## src/rtl/sync_fifo_param.sv

```systemverilog
// Single-clock parametrised FIFO with occupancy count, programmable almost
// thresholds, registered error pulses and selectable registered/FWFT read.
module sync_fifo_param #(
  parameter int DATA_WIDTH = 8,
  parameter int DEPTH      = 16,
  parameter int AF_THRESH  = DEPTH - 2,
  parameter int AE_THRESH  = 2,
  parameter int FWFT       = 0
) (
  input  logic                     clk,
  input  logic                     rst,
  input  logic                     wr_en,
  input  logic [DATA_WIDTH-1:0]    wr_data,
  input  logic                     rd_en,
  output logic [DATA_WIDTH-1:0]    rd_data,
  output logic                     full,
  output logic                     empty,
  output logic                     almost_full,
  output logic                     almost_empty,
  output logic [$clog2(DEPTH):0]   count,
  output logic                     overflow,
  output logic                     underflow
);

  localparam int AW = $clog2(DEPTH);
  localparam logic [AW:0] AF_T     = (AW+1)'(AF_THRESH);
  localparam logic [AW:0] AE_T     = (AW+1)'(AE_THRESH);
  localparam logic [AW:0] FULL_XOR = {1'b1, {AW{1'b0}}};

  logic [DATA_WIDTH-1:0] mem [DEPTH];
  logic [AW:0]           wr_ptr_reg, rd_ptr_reg;
  logic                  overflow_reg, underflow_reg;
  logic                  rd_ok, wr_ok;
  logic [AW-1:0]         wr_idx, rd_idx;

  assign wr_idx = wr_ptr_reg[AW-1:0];
  assign rd_idx = rd_ptr_reg[AW-1:0];

  // Status comes only from registered pointers, so it never glitches on inputs.
  assign count        = wr_ptr_reg - rd_ptr_reg;
  assign empty        = (wr_ptr_reg == rd_ptr_reg);
  assign full         = ((wr_ptr_reg ^ rd_ptr_reg) == FULL_XOR);
  assign almost_full  = (count >= AF_T);
  assign almost_empty = (count <= AE_T);

  // A write into a full FIFO is allowed when the same edge frees a slot.
  assign rd_ok = rd_en && !empty;
  assign wr_ok = wr_en && (!full || rd_ok);

  always_ff @(posedge clk or posedge rst) begin
    if (rst) begin
      wr_ptr_reg    <= '0;
      rd_ptr_reg    <= '0;
      overflow_reg  <= 1'b0;
      underflow_reg <= 1'b0;
    end else begin
      if (wr_ok) wr_ptr_reg <= wr_ptr_reg + 1'b1;
      if (rd_ok) rd_ptr_reg <= rd_ptr_reg + 1'b1;
      overflow_reg  <= wr_en && !wr_ok;
      underflow_reg <= rd_en && empty;
    end
  end

  assign overflow  = overflow_reg;
  assign underflow = underflow_reg;

  // Storage needs no reset: stale words are never observable.
  always_ff @(posedge clk) begin
    if (wr_ok) mem[wr_idx] <= wr_data;
  end

  generate
    if (FWFT != 0) begin : g_fwft
      assign rd_data = empty ? '0 : mem[rd_idx];
    end else begin : g_reg_read
      logic [DATA_WIDTH-1:0] rd_data_reg;
      always_ff @(posedge clk or posedge rst) begin
        if (rst)        rd_data_reg <= '0;
        else if (rd_ok) rd_data_reg <= mem[rd_idx];
      end
      assign rd_data = rd_data_reg;
    end
  endgenerate

endmodule
```

## config.mk

```make
export PLATFORM = sky130hd
export DESIGN_NAME = sync_fifo_param
export DESIGN_NICKNAME = d
export VERILOG_FILES = /design/src/rtl/sync_fifo_param.sv
export SDC_FILE = /design/constraint.sdc
export NUM_CORES = 1
export LEC_CHECK = 0
export CORE_AREA = 8 8 105 117
export DETAILED_ROUTE_END_ITERATION = 10
export DIE_AREA = 0 0 113 125
export DONT_BUFFER_PORTS = 1
export GPL_ROUTABILITY_DRIVEN = 0
export GPL_TIMING_DRIVEN = 0
export HOLD_SLACK_MARGIN = 0.03
export PLACE_DENSITY = 0.84
export SYNTH_ARGS = -nofsm -noshare
export SYNTH_HDL_FRONTEND = slang
export SYNTH_SLANG_ARGS = --single-unit
```

## constraint.sdc

```tcl
create_clock -name clk -period 3.7 [get_ports clk]
set_input_delay 0.185 -clock clk [delete_from_list [all_inputs] [get_ports clk]]
set_output_delay 0.185 -clock clk [all_outputs]
set_load 0.05 [all_outputs]
```

==> reports/metrics.yaml <==
yosys:
  synth_ff_type: "edfxtp_1"
  synth_cell_types: 41
  synth_fp_nets: 388
  synth_top_family_by_area: "multiplexers"
  async_flop_share: 0.135
  ys_seq_elements: 148
  synth-edff-count: 128
  yosys_warnings: 0
  yosysSeqAreaShare: 0.717
  synthesis.area_mm2: 0.00606
  synth_compound_area_frac: 0.0555
  syn_avg_cell_area_um2: 16.6
  synth_xor_area_frac: 0.0173
  synthCells: 366
  synthMuxAreaShare: 0.109
  synth_simple_gate_area_frac: 0.0471
  synth_fa_ha_area_frac: 0.0219
place:
  numPortBuffers: 0
  dpl_worst_slack_ns: 0.238
  place_hpwl_um: 7880
routing:
  dr.pass1.iters: 6
  routedWlPerCell_um: 24.4
  first_iter_violations: 413
  drc: 0
  vias: 3420
  viasPerCell: 6.37
  routed_wl_um: 13100
  antenna_left: 0
global_routing:
  grt_pass1_vias: 3516
  grt_pass1_wl_um: 20000
  antenna_found_initial: 2
  grt-ovfl-total: 0
  track_usage: 0.191
  grt_max_degree: 21
status:
  status: "finished, final reports clean"
cells_and_area:
  drive_gt1_frac: 0.152
  finalNetCount: 418
  largest_register_ff_count: 128
  areaGrowthSynthToFinish_pct: 15.0
  final_cell_mix: "edfxtp_1, mux2i_1, nor2_1, clkbuf_16, dfrtp_1"
  final_common_cell: "edfxtp_1"
sta:
  drv_slew: 0
  holdWs_ns: 0.117
  clock_skew_ns: 0.0110
  rsz0062_at_grt: "false"
  setup_violations: 0
  worstMarginPinSlew_ns: 1.27
  hold_viol_final: 0
  fin_crit_sh: 0.947
  slew_headroom: 0.148
  layout_setup_ws_ns: 0.197
  fmax_ghz: 0.286
  final.min_clock_period_ns: 3.50
floorplanning:
  start_util: 0.577
  rows: 40
  io_pins: 31
  dieWidth_um: 113
  die-area_mm2: 0.0141
  coreArea_mm2: 0.0105
  die_y_um: 125
setup_path:
  critPathMaxFanout: 10
  end_kind: "output pin"
  crit_type: "reg -> out"
  worstSetupStartpointType: "flop"
  required_ns: 3.51
  arrival_ns: 3.32
clock_network:
  clkSinkCount: 148
  cts_buffer_depth: 2
  tritoncts: "done"
  root_buffer: "clkbuf_16"
  clkLatencyLatePin_ns: 0.42
  clkTransAtPathRegs_ns: 0.06
  post_cts_buffers: 0
  numCtsBuffers: 17
  h-tree-depth: 4
job:
  max_cap_viol_count: 0
pwr:
  ir_drop_uv: 703
  power_density_mw_per_mm2: 934
  p_leak_nw: 2.51
min_path:
  hp-class: "in -> reg"
## synthesized netlist by cell type, drive strengths merged, types with 9 or more instances
cell	instances	area share
inv	10	0.0062
mux2i	48	0.079
o21ai	11	0.0091
o22ai	16	0.017
ha	9	0.019
edfxtp	128	0.63
nor2	29	0.018
dfrtp	20	0.083
xnor2	9	0.013
buf	17	0.024
## logic make-up (layout without fill, tap and decap cells)
kind of cell | after synthesis | in the layout
other | 0 | 2
adder cells (fa/ha/maj) | 10 | 10
buffers and inverters | 30 | 73
AO/OA/AOI/OAI | 51 | 51
AND/OR/NAND/NOR | 59 | 59
XOR/XNOR | 12 | 12
flip-flops | 148 | 148
multiplexers | 56 | 56
## path summary, 6_finish.rpt
check	from	endpoint	slack, ns	depth (start not counted)
worst max-delay path	rd_ptr_reg[1]	almost_empty	0.20	9
worst min-delay path	rd_en	rd_ptr_reg[3]	0.12	3
worst max register to register	rd_ptr_reg[1]	mem[1][4]	0.26	10
worst min register to register	rd_ptr_reg[4]	rd_ptr_reg[4]	0.53	1
max in group asynchronous	rst	rd_data[1]	2.83	2
min in group asynchronous	rst	overflow	0.36	2
## report_power, final
part	leakage [nW]	switching (mW)	internal (mW)	total [mW]
sequential	1.39	0.297	2.06	2.36
combinational	0.815	1.65	0.794	2.44
clock	0.300	0.644	1.06	1.71
total	2.51	2.59	3.92	6.51
## per-stage QoR
step / TNS, ns / std cells / area [um^2] / total power, mW / utilization
after floorplan: 0 / 366 / 6060 / 4.21 / -
after global placement: -0.0877 / 492 / 6220 / 4.59 / 0.592
after detailed placement: 0 / 492 / 6220 / 4.69 / 0.592
after CTS: 0 / 535 / 6960 / 6.48 / 0.662
after global routing: 0 / 537 / 6970 / 6.75 / 0.663
final: 0 / 537 / 6970 / 6.51 / 0.663
## cell type report
type | count | area (um^2)
Sequential cell | 148 | 4340
Fill cell | 661 | 3540
Multi-Input combinational cell | 188 | 1550
Clock buffer | 26 | 573
Buffer | 20 | 159
Tap cell | 126 | 158
Timing Repair Buffer | 11 | 110
Inverter | 10 | 37.5
Clock inverter | 6 | 35.0
Antenna cell | 2 | 5.00
## worst max-delay path, stage by stage, from the launching register on
cell and delay [ns]:
dfrtp_1 0.41, buf_6 0.21, buf_12 0.17, buf_8 0.17, inv_1 0.12, fa_1 0.47, a21o_1 0.20, a21oi_1 0.23
xnor2_2 0.29, a211oi_4 0.62
## metal layers
metal	wire length (um)	global-route usage
met3	1460	0.0814
met4	330	0.0989
met2	6410	0.292
met5	0	0
met1	4930	0.226
## what timing repair did
action,in CTS,in global routing
endpoints found under the hold margin,150,0
resized for setup,2,1
hold buffers,11,0
setup endpoints to repair,1,1
(Power assumes the default switching activity.)
